[config.mk]
export PLATFORM = sky130hd
export DESIGN_NAME = axa_fetch_flat
export DESIGN_NICKNAME = d
export VERILOG_FILES = /design/src/rtl/axa_pkg.sv /design/src/rtl/axa_fetch_if.sv /design/src/rtl/axa_fetch_queue.sv /design/src/rtl/axa_fetch.sv /design/src/flat_wrapper.sv
export SDC_FILE = /design/constraint.sdc
export NUM_CORES = 1
export LEC_CHECK = 0
export ABC_AREA = 0
export CAP_MARGIN = 20
export CORE_MARGIN = 2
export CORE_UTILIZATION = 49
export DETAILED_ROUTE_END_ITERATION = 10
export PLACE_DENSITY_LB_ADDON = 0.15
export SLEW_MARGIN = 40
export SYNTH_ARGS = -nofsm -noshare
export SYNTH_HDL_FRONTEND = slang
export SYNTH_HIERARCHICAL = 1
export SYNTH_SLANG_ARGS = --single-unit
[constraint.sdc]
create_clock -name clk -period 2.3 [get_ports clk]
set_input_delay 0.46 -clock clk [delete_from_list [all_inputs] [get_ports clk]]
set_output_delay 0.46 -clock clk [all_outputs]
set_load 0.02 [all_outputs]
[src/rtl/axa_pkg.sv]
// Shared definitions for the AXA fetch stage: word widths, opcode fields, the
// NOP word, the fetch-queue entry layout and the stop-opcode decoder.
// Latency: n/a (types and constants only). Backpressure: n/a.
package axa_pkg;

    localparam int WORD_W = 16;
    localparam int INST_W = 16;

    // Opcode lives in the top six bits of every instruction word.
    localparam int OP_HI = 15;
    localparam int OP_LO = 10;
    localparam int OP_W  = OP_HI - OP_LO + 1;

    localparam logic [OP_W-1:0] OP_SYS  = 6'b111000;
    localparam logic [OP_W-1:0] OP_FAIL = 6'b110001;
    localparam logic [OP_W-1:0] OP_NOP  = 6'b111010;

    typedef logic [WORD_W-1:0] word_t;
    typedef logic [INST_W-1:0] inst_t;

    localparam inst_t NOP_WORD = {OP_NOP, 10'b0};

    // One fetch-queue entry: the word, where it came from, the PC saved at the
    // last redirect, and the direction the core was executing when it issued.
    typedef struct packed {
        inst_t ir;
        word_t pc;
        word_t lastpc;
        logic  fwd;
    } fetch_ent_t;

    localparam fetch_ent_t ENT_RESET = '{ir: NOP_WORD, pc: '0, lastpc: '0, fwd: 1'b1};

    // sys and fail both halt fetch; both opcodes carry bit 15 set, which is
    // tested explicitly so a future opcode reassignment cannot alias.
    function automatic logic is_stop(input inst_t w);
        return w[OP_HI] && ((w[OP_HI:OP_LO] == OP_SYS) || (w[OP_HI:OP_LO] == OP_FAIL));
    endfunction

endpackage

[src/rtl/axa_fetch_if.sv]
// Bundle of the fetch stage's memory, control and decode-side signals.
// Latency: n/a (wiring only). Backpressure: out_valid/out_ready toward decode.
// master = fetch stage (drives imem_addr and out_*), slave = surrounding core.
interface axa_fetch_if;
    import axa_pkg::*;

    word_t imem_addr;
    inst_t imem_data;
    logic  reverse;
    logic  hold;
    logic  redirect;
    word_t redirect_target;
    logic  out_valid;
    logic  out_ready;
    inst_t out_ir;
    word_t out_pc;
    word_t out_lastpc;
    logic  out_fwd;

    modport master (
        output imem_addr,
        input  imem_data,
        input  reverse,
        input  hold,
        input  redirect,
        input  redirect_target,
        output out_valid,
        input  out_ready,
        output out_ir,
        output out_pc,
        output out_lastpc,
        output out_fwd
    );

    modport slave (
        input  imem_addr,
        output imem_data,
        output reverse,
        output hold,
        output redirect,
        output redirect_target,
        input  out_valid,
        output out_ready,
        input  out_ir,
        input  out_pc,
        input  out_lastpc,
        input  out_fwd
    );

endinterface

[src/rtl/axa_fetch_queue.sv]
// Two-entry shift FIFO holding issued fetch entries; slot 0 is always the head.
// Latency: 1 cycle push to head visible. Backpressure: push ignored when full
// unless a pop happens the same cycle; pop ignored when empty; flush wins.
// Ports: clk, reset, push/push_dat, pop, flush in; full, empty, head_dat out.
module axa_fetch_queue
    import axa_pkg::*;
#(
    parameter int DEPTH = 2
) (
    input  logic       clk,
    input  logic       reset,
    input  logic       push,
    input  fetch_ent_t push_dat,
    input  logic       pop,
    input  logic       flush,
    output logic       full,
    output logic       empty,
    output fetch_ent_t head_dat
);

    localparam logic [1:0] FULL_CNT = 2'(DEPTH);

    fetch_ent_t ent0_q, ent0_d;
    fetch_ent_t ent1_q, ent1_d;
    logic [1:0] count_q, count_d;
    logic       pop_ok;
    logic       push_ok;

    always_comb begin
        pop_ok  = pop && (count_q != 2'd0);
        push_ok = push && ((count_q != FULL_CNT) || pop_ok);
    end

    // Flush only clears the count: slot 0 keeps its contents so the head
    // fields seen by decode hold their last values while the queue is empty.
    // The same holds after the last entry is popped, since nothing shifts in.
    always_comb begin
        ent0_d  = ent0_q;
        ent1_d  = ent1_q;
        count_d = count_q;
        if (flush) begin
            count_d = 2'd0;
        end else begin
            if (pop_ok && (count_q == 2'd2)) begin
                ent0_d = ent1_q;
            end
            if (push_ok) begin
                if ((count_q == 2'd0) || ((count_q == 2'd1) && pop_ok)) begin
                    ent0_d = push_dat;
                end else begin
                    ent1_d = push_dat;
                end
            end
            count_d = count_q + {1'b0, push_ok} - {1'b0, pop_ok};
        end
    end

    always_ff @(posedge clk) begin
        if (reset) begin
            ent0_q  <= ENT_RESET;
            ent1_q  <= ENT_RESET;
            count_q <= 2'd0;
        end else begin
            ent0_q  <= ent0_d;
            ent1_q  <= ent1_d;
            count_q <= count_d;
        end
    end

    always_comb begin
        full     = (count_q == FULL_CNT);
        empty    = (count_q == 2'd0);
        head_dat = ent0_q;
    end

endmodule

[src/rtl/axa_fetch.sv]
// Fetch stage: walks the PC forward or backward, pushes words into a 2-deep queue,
// halts on sys/fail until redirected. Latency: 1 cycle issue to out_valid.
// Backpressure: out_ready stalls issue only once the queue is full; hold stalls issue.
// Ports: clk, reset (sync, active-high), fif (master): imem_addr/imem_data,
// reverse, hold, redirect/redirect_target, out_valid/out_ready, out_ir/pc/lastpc/fwd.
module axa_fetch
    import axa_pkg::*;
#(
    parameter int QDEPTH = 2
) (
    input  logic         clk,
    input  logic         reset,
    axa_fetch_if.master  fif
);

    word_t      pc_q, pc_d;
    word_t      lastpc_q, lastpc_d;
    logic       stopped_q, stopped_d;

    logic       q_full;
    logic       q_empty;
    logic       pop;
    logic       issue;
    fetch_ent_t push_dat;
    fetch_ent_t head;

    // A pop in the same cycle frees a slot, so a full queue still issues
    // when decode is taking the head.
    always_comb begin
        pop      = !q_empty && fif.out_ready;
        issue    = !fif.hold && !fif.redirect && !stopped_q && (!q_full || pop);
        push_dat = '{ir: fif.imem_data, pc: pc_q, lastpc: lastpc_q, fwd: !fif.reverse};
    end

    always_comb begin
        pc_d      = pc_q;
        lastpc_d  = lastpc_q;
        stopped_d = stopped_q;
        if (fif.redirect) begin
            // lastpc records the address just behind the PC we are leaving,
            // which is what land needs to step back to the branch source.
            pc_d      = fif.redirect_target;
            lastpc_d  = pc_q - 16'd1;
            stopped_d = 1'b0;
        end else if (issue) begin
            pc_d = fif.reverse ? (pc_q - 16'd1) : (pc_q + 16'd1);
            if (is_stop(fif.imem_data)) begin
                stopped_d = 1'b1;
            end
        end
    end

    always_ff @(posedge clk) begin
        if (reset) begin
            pc_q      <= '0;
            lastpc_q  <= '0;
            stopped_q <= 1'b0;
        end else begin
            pc_q      <= pc_d;
            lastpc_q  <= lastpc_d;
            stopped_q <= stopped_d;
        end
    end

    axa_fetch_queue #(
        .DEPTH (QDEPTH)
    ) u_queue (
        .clk      (clk),
        .reset    (reset),
        .push     (issue),
        .push_dat (push_dat),
        .pop      (pop),
        .flush    (fif.redirect),
        .full     (q_full),
        .empty    (q_empty),
        .head_dat (head)
    );

    // Only the instruction word is masked when empty; the address and
    // direction fields keep showing the last head.
    assign fif.imem_addr  = pc_q;
    assign fif.out_valid  = !q_empty;
    assign fif.out_ir     = q_empty ? NOP_WORD : head.ir;
    assign fif.out_pc     = head.pc;
    assign fif.out_lastpc = head.lastpc;
    assign fif.out_fwd    = head.fwd;

endmodule

[src/flat_wrapper.sv]
// flat-port wrapper written by rule: the top's interface ports become plain ports
module axa_fetch_flat import axa_pkg::*;
#(
    parameter int QDEPTH = 2
)
  (clk, reset, fif_imem_addr, fif_imem_data, fif_reverse, fif_hold, fif_redirect, fif_redirect_target, fif_out_valid, fif_out_ready, fif_out_ir, fif_out_pc, fif_out_lastpc, fif_out_fwd);
  axa_fetch_if fif_i ();
  input  logic clk;
  input  logic reset;
  output wire logic [$bits(fif_i.imem_addr)-1:0] fif_imem_addr;
  input wire logic [$bits(fif_i.imem_data)-1:0] fif_imem_data;
  input wire logic [$bits(fif_i.reverse)-1:0] fif_reverse;
  input wire logic [$bits(fif_i.hold)-1:0] fif_hold;
  input wire logic [$bits(fif_i.redirect)-1:0] fif_redirect;
  input wire logic [$bits(fif_i.redirect_target)-1:0] fif_redirect_target;
  output wire logic [$bits(fif_i.out_valid)-1:0] fif_out_valid;
  input wire logic [$bits(fif_i.out_ready)-1:0] fif_out_ready;
  output wire logic [$bits(fif_i.out_ir)-1:0] fif_out_ir;
  output wire logic [$bits(fif_i.out_pc)-1:0] fif_out_pc;
  output wire logic [$bits(fif_i.out_lastpc)-1:0] fif_out_lastpc;
  output wire logic [$bits(fif_i.out_fwd)-1:0] fif_out_fwd;
  assign fif_imem_addr = fif_i.imem_addr;
  assign fif_i.imem_data = fif_imem_data;
  assign fif_i.reverse = fif_reverse;
  assign fif_i.hold = fif_hold;
  assign fif_i.redirect = fif_redirect;
  assign fif_i.redirect_target = fif_redirect_target;
  assign fif_out_valid = fif_i.out_valid;
  assign fif_i.out_ready = fif_out_ready;
  assign fif_out_ir = fif_i.out_ir;
  assign fif_out_pc = fif_i.out_pc;
  assign fif_out_lastpc = fif_i.out_lastpc;
  assign fif_out_fwd = fif_i.out_fwd;
  axa_fetch #(.QDEPTH(QDEPTH)) u_core (.clk(clk), .reset(reset), .fif(fif_i));
endmodule
== Word-level counts from Yosys, hierarchy flattened ==
Cells that the tools add are included.

* Register bits after elaboration: 133
* Bits of input ports: 38
* Output and inout port bits: 66
* Word-level logic and storage cells: 55

* Add/sub/neg operators: 4
* Eq/ne operators: 5
* Multiplexer cells: 7
* Bitwise operators: 2
* Reduce and logical (&&, ||, !) cells: 25

{| class="wikitable"
|+ Operators with widths
! kind !! count
|-
| 49-bit 2-to-1 mux || 3
|-
| 16-bit 2-to-1 mux || 4
|-
| 16-bit by 1-bit adder with 16-bit output, second input constant || 1
|-
| 16-bit by 1-bit subtractor with 16-bit output, second input constant || 1
|-
| 6-bit == test, second input constant || 2
|-
| 1-bit logical AND || 9
|-
| 1-bit zero test || 6
|-
| 1-bit logical OR || 4
|-
| 2-bit nonzero test || 2
|-
| 3-bit AND reduction || 1
|-
| 2-bit by 1-bit adder with 2-bit output || 1
|-
| 2-bit by 1-bit == test with 1-bit output, second input constant || 1
|-
| 2-bit == test, second input constant || 1
|-
| 2-bit zero test || 1
|-
| 2-bit != test, second input constant || 1
|-
| 1-bit NOT || 2
|-
| 2-bit AND reduction || 1
|-
| 2-bit OR reduction || 1
|-
| 2-bit by 1-bit subtractor with 2-bit output || 1
|}

== Logic depth before layout (Yosys ltp) ==
* Word-level depth: 8
* Gate-level depth with buffers: 10
* Mapped depth without buffers: 10

== Modules after synthesis ==
The synthesis kept the hierarchy.

{| class="wikitable"
|+ By module, submodules not included
! module !! instances !! cells an instance !! area an instance (sq um)
|-
| axa_fetch_queue || 1 || 483 || 3,977.6
|-
| axa_fetch || 1 || 299 || 2,437.3
|}

== Worst setup path after synthesis ==
Ideal clock, no wire load.

* Path type: register to register
* Start: reg u_core.u_queue.count_q[1]
* End: reg u_core.u_queue.count_q[1]
* Arrival time: 2,216 ps
* Required time: 2,184 ps
* Slack: -32 ps
* Cell stages (with the launch flop): 10
* Path buffers: 0
* Period minus slack after synthesis: 2,332 ps
* Cell sequence: dfxtp_1 nor2_1 nand2b_1 a211oi_2 or2b_1 o21ai_0 ha_1 xnor2_1 o21ai_0 and3b_1

* Word-level cells in the longest chain between the ends: 8

{| class="wikitable"
|+ Ends and longest elaborated chain
! element !! line !! source
|-
| start, declared || axa_fetch_queue.sv:25 || <nowiki>logic [1:0] count_q, count_d;</nowiki>
|-
| start signal, assigned || axa_fetch_queue.sv:66 || <nowiki>count_q <= count_d;</nowiki>
|-
| 2-bit zero test || axa_fetch_queue.sv:72 || <nowiki>empty = (count_q == 2'd0);</nowiki>
|-
| net u_core.q_empty || axa_fetch.sv:21 || <nowiki>logic q_empty;</nowiki>
|-
| 1-bit zero test || axa_fetch.sv:30 || <nowiki>pop = !q_empty && fif.out_ready;</nowiki>
|-
| 1-bit logical AND || axa_fetch.sv:30 ||
|-
| 1-bit logical OR || axa_fetch.sv:31 || <nowiki>issue = !fif.hold && !fif.redirect && !stopped_q && (!q_full || pop);</nowiki>
|-
| 1-bit logical AND || axa_fetch.sv:31 ||
|-
| net u_core.issue || axa_fetch.sv:23 || <nowiki>logic issue;</nowiki>
|-
| 1-bit logical AND || axa_fetch_queue.sv:31 || <nowiki>push_ok = push && ((count_q != FULL_CNT) || pop_ok);</nowiki>
|-
| 2-bit by 1-bit adder with 2-bit output || axa_fetch_queue.sv:54 || <nowiki>count_d = count_q + {1'b0, push_ok} - {1'b0, pop_ok};</nowiki>
|-
| 2-bit by 1-bit subtractor with 2-bit output || axa_fetch_queue.sv:54 ||
|}

The timed path passes the listed nets, and every way through them passes these cells.
A chain may end at the register's enable or synchronous reset.

== Final worst setup path ==
* Start: reg u_core.pc_q[7] (netlist: u_core/fif.imem_addr[7])
* End: out fif_imem_addr[7]

{| class="wikitable"
|+ RTL lines
! element !! line !! source
|-
| start, declared || axa_fetch.sv:16 || <nowiki>word_t pc_q, pc_d;</nowiki>
|-
| start signal, assigned || axa_fetch.sv:59 || <nowiki>pc_q <= pc_d;</nowiki>
|-
| end, declared || flat_wrapper.sv:10 || <nowiki>output wire logic [$bits(fif_i.imem_addr)-1:0] fif_imem_addr;</nowiki>
|}

No word-level cell between the ends.

==> metrics.cfg <==
[status]
outcome = finished clean

[place]
dpl.cell_count = 1029
dp_hpwl_um = 12100
gp_congestion = 0.863
port_buffers = 103
pre_cts_ws_ns = -0.248

[worst_setup_path]
slowest_stage = clkdlybuf4s50_1
cp.arrival_ns = 1.77
cp_num_buf_inv = 1
worstSetupStartpointType = flip-flop
timing.rr.end = u_core/u_queue/count_q[1]$_SDFF_PP0_
crit_fanout = 11
r2r_cells = 10
worstSetupPathType = reg -> out
cpPeakStageDelay_ns = 0.72
r2r-start = u_core/u_queue/count_q[1]$_SDFF_PP0_
cp-end-kind = output pin
reg2reg_slack_ns = 0.14
crit_path_cell_trace = clkdlybuf4s50_1
worstPathRequired_ns = 1.84
cpLargestDelayFamily = buffers and inverters

[global_route]
grt_max_degree = 67
overflow = 0
grt_pass1_wl_um = 29000
antenna_found_initial = 0
grt_pass1_vias = 5751
grt_usage_pct = 25.6

[final_layout]
final_cell_mix = nand2_1 (135), dfxtp_1 (128), clkdlybuf4s50_1 (85), a21oi_1 (80), nor2_1 (60)
fin_nets = 917
drive_gt1_share_pct = 13.7
nFillCells = 1112
syn2layout_area_growth_pct = 28.3
antenna_cells = 0
fin_cells = 1061
final_common_cell = nand2_1

[detailed_routing]
vias_per_cell = 5.70
drcViolationCount = 0
drt_iter0_drc = 554
vias = 6050
routed_wl_um = 17900
route.antenna.remaining_nets = 0
wire_per_inst_um = 16.8
first_pass_iters = 7

[floorplanning]
core_um2 = 12700
start_util_pct = 50.4
die_h_um = 118
rows = 41
io-pin-count = 104
die_width_um = 118
die_area_um2 = 14000

[synth]
synth.avg_cell_area_um2 = 8.20
synthFlopType = dfxtp_1
ys_seq_area_share_pct = 41.5
synth_top_cell_by_area = dfxtp_1
syn_area_um2 = 6410
synth_nets = 823
synth_seq_cells = 133
synth.top_cells.by_area = dfxtp_1 (42%), nand2_1 (7.9%), a21oi_1 (6.2%), nor2_1 (3.6%), o221ai_1 (3.4%)
synth_top_area_share_pct = 41.5
ys_types = 74
ys.warnings.count = 6
synth_edf_count = 0
ys_async_sr_fraction_pct = 0
synthCells = 782

[pwr]
ir_worst_vdd_uv = 520
seqPwrFrac_pct = 41.9
p_clk_share_pct = 44.3
p_switching_mw = 1.53
switching_share_pct = 25.6
p_int_mw = 4.45
powerDensity_nw_per_um2 = 728
fin_total_pwr_mw = 5.99
p_comb_share_pct = 13.8
power_leakage_nw = 3.00

[clocking]
cts_max_path_buffers = 2
clk_latency_ns = 0.42
cts.htree.levels = 4
clk_pin_slew_ns = 0.05
cts_buffers = 17
cts-root-buf = clkbuf_16
cts_tree = done
clock-sinks = 133

[min_path]
min_to = u_core/fif.imem_addr[0]$_SDFFE_PP0P_
min_path_cells = 2
hp-start = reset
hp-class = in -> reg

[sta]
hold_viol = 0
rsz0062_at_grt = yes
max-slew-margin-rel_pct = 65.5
setup_slack_ns = 0.0741
fin_crit_ns = 2.23
finalCritPeriodShare_pct = 96.8
maxSlewViolCount = 0
tns_ns = 0
setup_viol = 0
fmax_mhz = 449
tightest_slew_ns = 0.516
hold_slack_ns = 0.443
fin_skew_ns = 0.0120

[run]
maxCapViolCount = 0

[worst reg2reg max path, stage by stage, from the launching register on]
cell,delay [ns]
dfxtp_2,0.40
nor2_2,0.06
nand2b_1,0.17
buf_4,0.17
inv_1,0.13
or2b_1,0.26
o21ai_0,0.21
ha_1,0.21
xnor2_1,0.09
nor3_1,0.16
and3b_1,0.19
[flip-flops by register name, summed over array words and instances (netlist names)]
name,count
u_core/u_queue/ent1_q,49
u_core/u_queue/head_dat,49
u_core/fif.imem_addr,16
u_core/lastpc_q,16
u_core/u_queue/count_q,2
u_core/stopped_q,1
[worst max path at each step]
stage                                              start  slack (ns)                                       end  depth (start not counted)
global route        u_core/u_queue/count_q[1]$_SDFF_PP0_      -0.003                             fif_out_valid                          4
finish              u_core/fif.imem_addr[7]$_SDFFE_PP0P_        0.07                          fif_imem_addr[7]                          1
global placement                                fif_hold       -0.15   u_core/u_queue/head_dat[8]$_SDFFE_PP0N_                          9
detailed placement                         fif_out_ready       -0.25      u_core/u_queue/count_q[1]$_SDFF_PP0_                         10
floorplan           u_core/u_queue/count_q[1]$_SDFF_PP0_        0.05  u_core/u_queue/head_dat[36]$_SDFFE_PP0N_                          9
CTS                 u_core/u_queue/count_q[0]$_SDFF_PP0_       0.001                            fif_out_ir[12]                          4
[Yosys cell counts, drive strengths merged (3+ instances only)]
| library cell | instances |
|---|---|
| or3 | 4 |
| o22ai | 26 |
| ha | 3 |
| buf | 39 |
| a211oi | 31 |
| a311oi | 4 |
| nand2b | 3 |
| nor2 | 62 |
| and2 | 3 |
| o21a | 5 |
| o21ai | 14 |
| inv | 32 |
| nor4 | 9 |
| or2 | 9 |
| dfxtp | 133 |
| xor2 | 7 |
| nand3b | 6 |
| nand3 | 7 |
| a21oi | 81 |
| a22oi | 5 |
| nor3b | 6 |
| nand2 | 135 |
| or4 | 3 |
| clkbuf | 41 |
| or3b | 3 |
| o221ai | 25 |
| xnor2 | 18 |
| o31ai | 3 |
| nand4 | 5 |
| nor2b | 19 |
| nor3 | 13 |
| mux2i | 5 |
[metrics by stage]
stage          utilization [%]  cell area (µm²)
2_1_floorplan                -             6420
3_3_place_gp              60.1             7650
3_5_place_dp              60.1             7650
4_1_cts                   64.6             8220
5_1_grt                   64.7             8230
6_report                  64.7             8230
[repair_timing]
| action | CTS | global route |
|---|---|---|
| setup buffers | 0 | 0 |
| endpoints found under the setup margin | 17 | 8 |
| gates resized for setup | 14 | 7 |
| gates cloned | 0 | 0 |
| hold buffers | 0 | 0 |
[routing by layer]
| layer | wire length (µm) | global-route usage, % | up-vias | part of all wire [%] |
|---|---|---|---|---|
| met5 | 0 | 0 | - | 0 |
| met4 | 393 | 9.97 | 0 | 2.2 |
| met3 | 1100 | 5.79 | 29 | 6.2 |
| met2 | 8340 | 40.8 | 256 | 47 |
| met1 | 8030 | 33.6 | 2860 | 45 |
| li1 | - | - | 2905 | - |
[power by group through the flow]
stage	registers, mW	logic, mW	clock network (mW)
2_1_floorplan	2.53	0.525	0
3_3_place_gp	2.55	0.807	0
3_5_place_dp	2.56	0.819	0
4_1_cts	2.51	0.824	2.69
5_1_grt	2.52	0.897	2.79
6_report	2.51	0.828	2.65
[cell families (layout without fill, tap and decap cells)]
logic type | after synthesis | in the layout | share of synthesized area, %
simple gates | 296 | 296 | 22.4
compound gates | 207 | 207 | 21.7
flops | 133 | 133 | 41.5
buf+inv | 113 | 220 | 9.65
xor+xnor | 25 | 25 | 3.41
mux | 5 | 5 | 0.780
fa+ha+maj | 3 | 3 | 0.585
[cell type report]
class | instances | area [µm²] | share of cell area [%]
clock inverter | 9 | 101 | 1.23
clock buffer | 23 | 478 | 5.81
timing repair buffer | 156 | 1500 | 18.2
inverter | 32 | 120 | 1.46
tap | 172 | 215 | 2.62
sequential | 133 | 2670 | 32.4
multi-input combinational | 536 | 3150 | 38.2
Power figures use the tool's default switching activity.
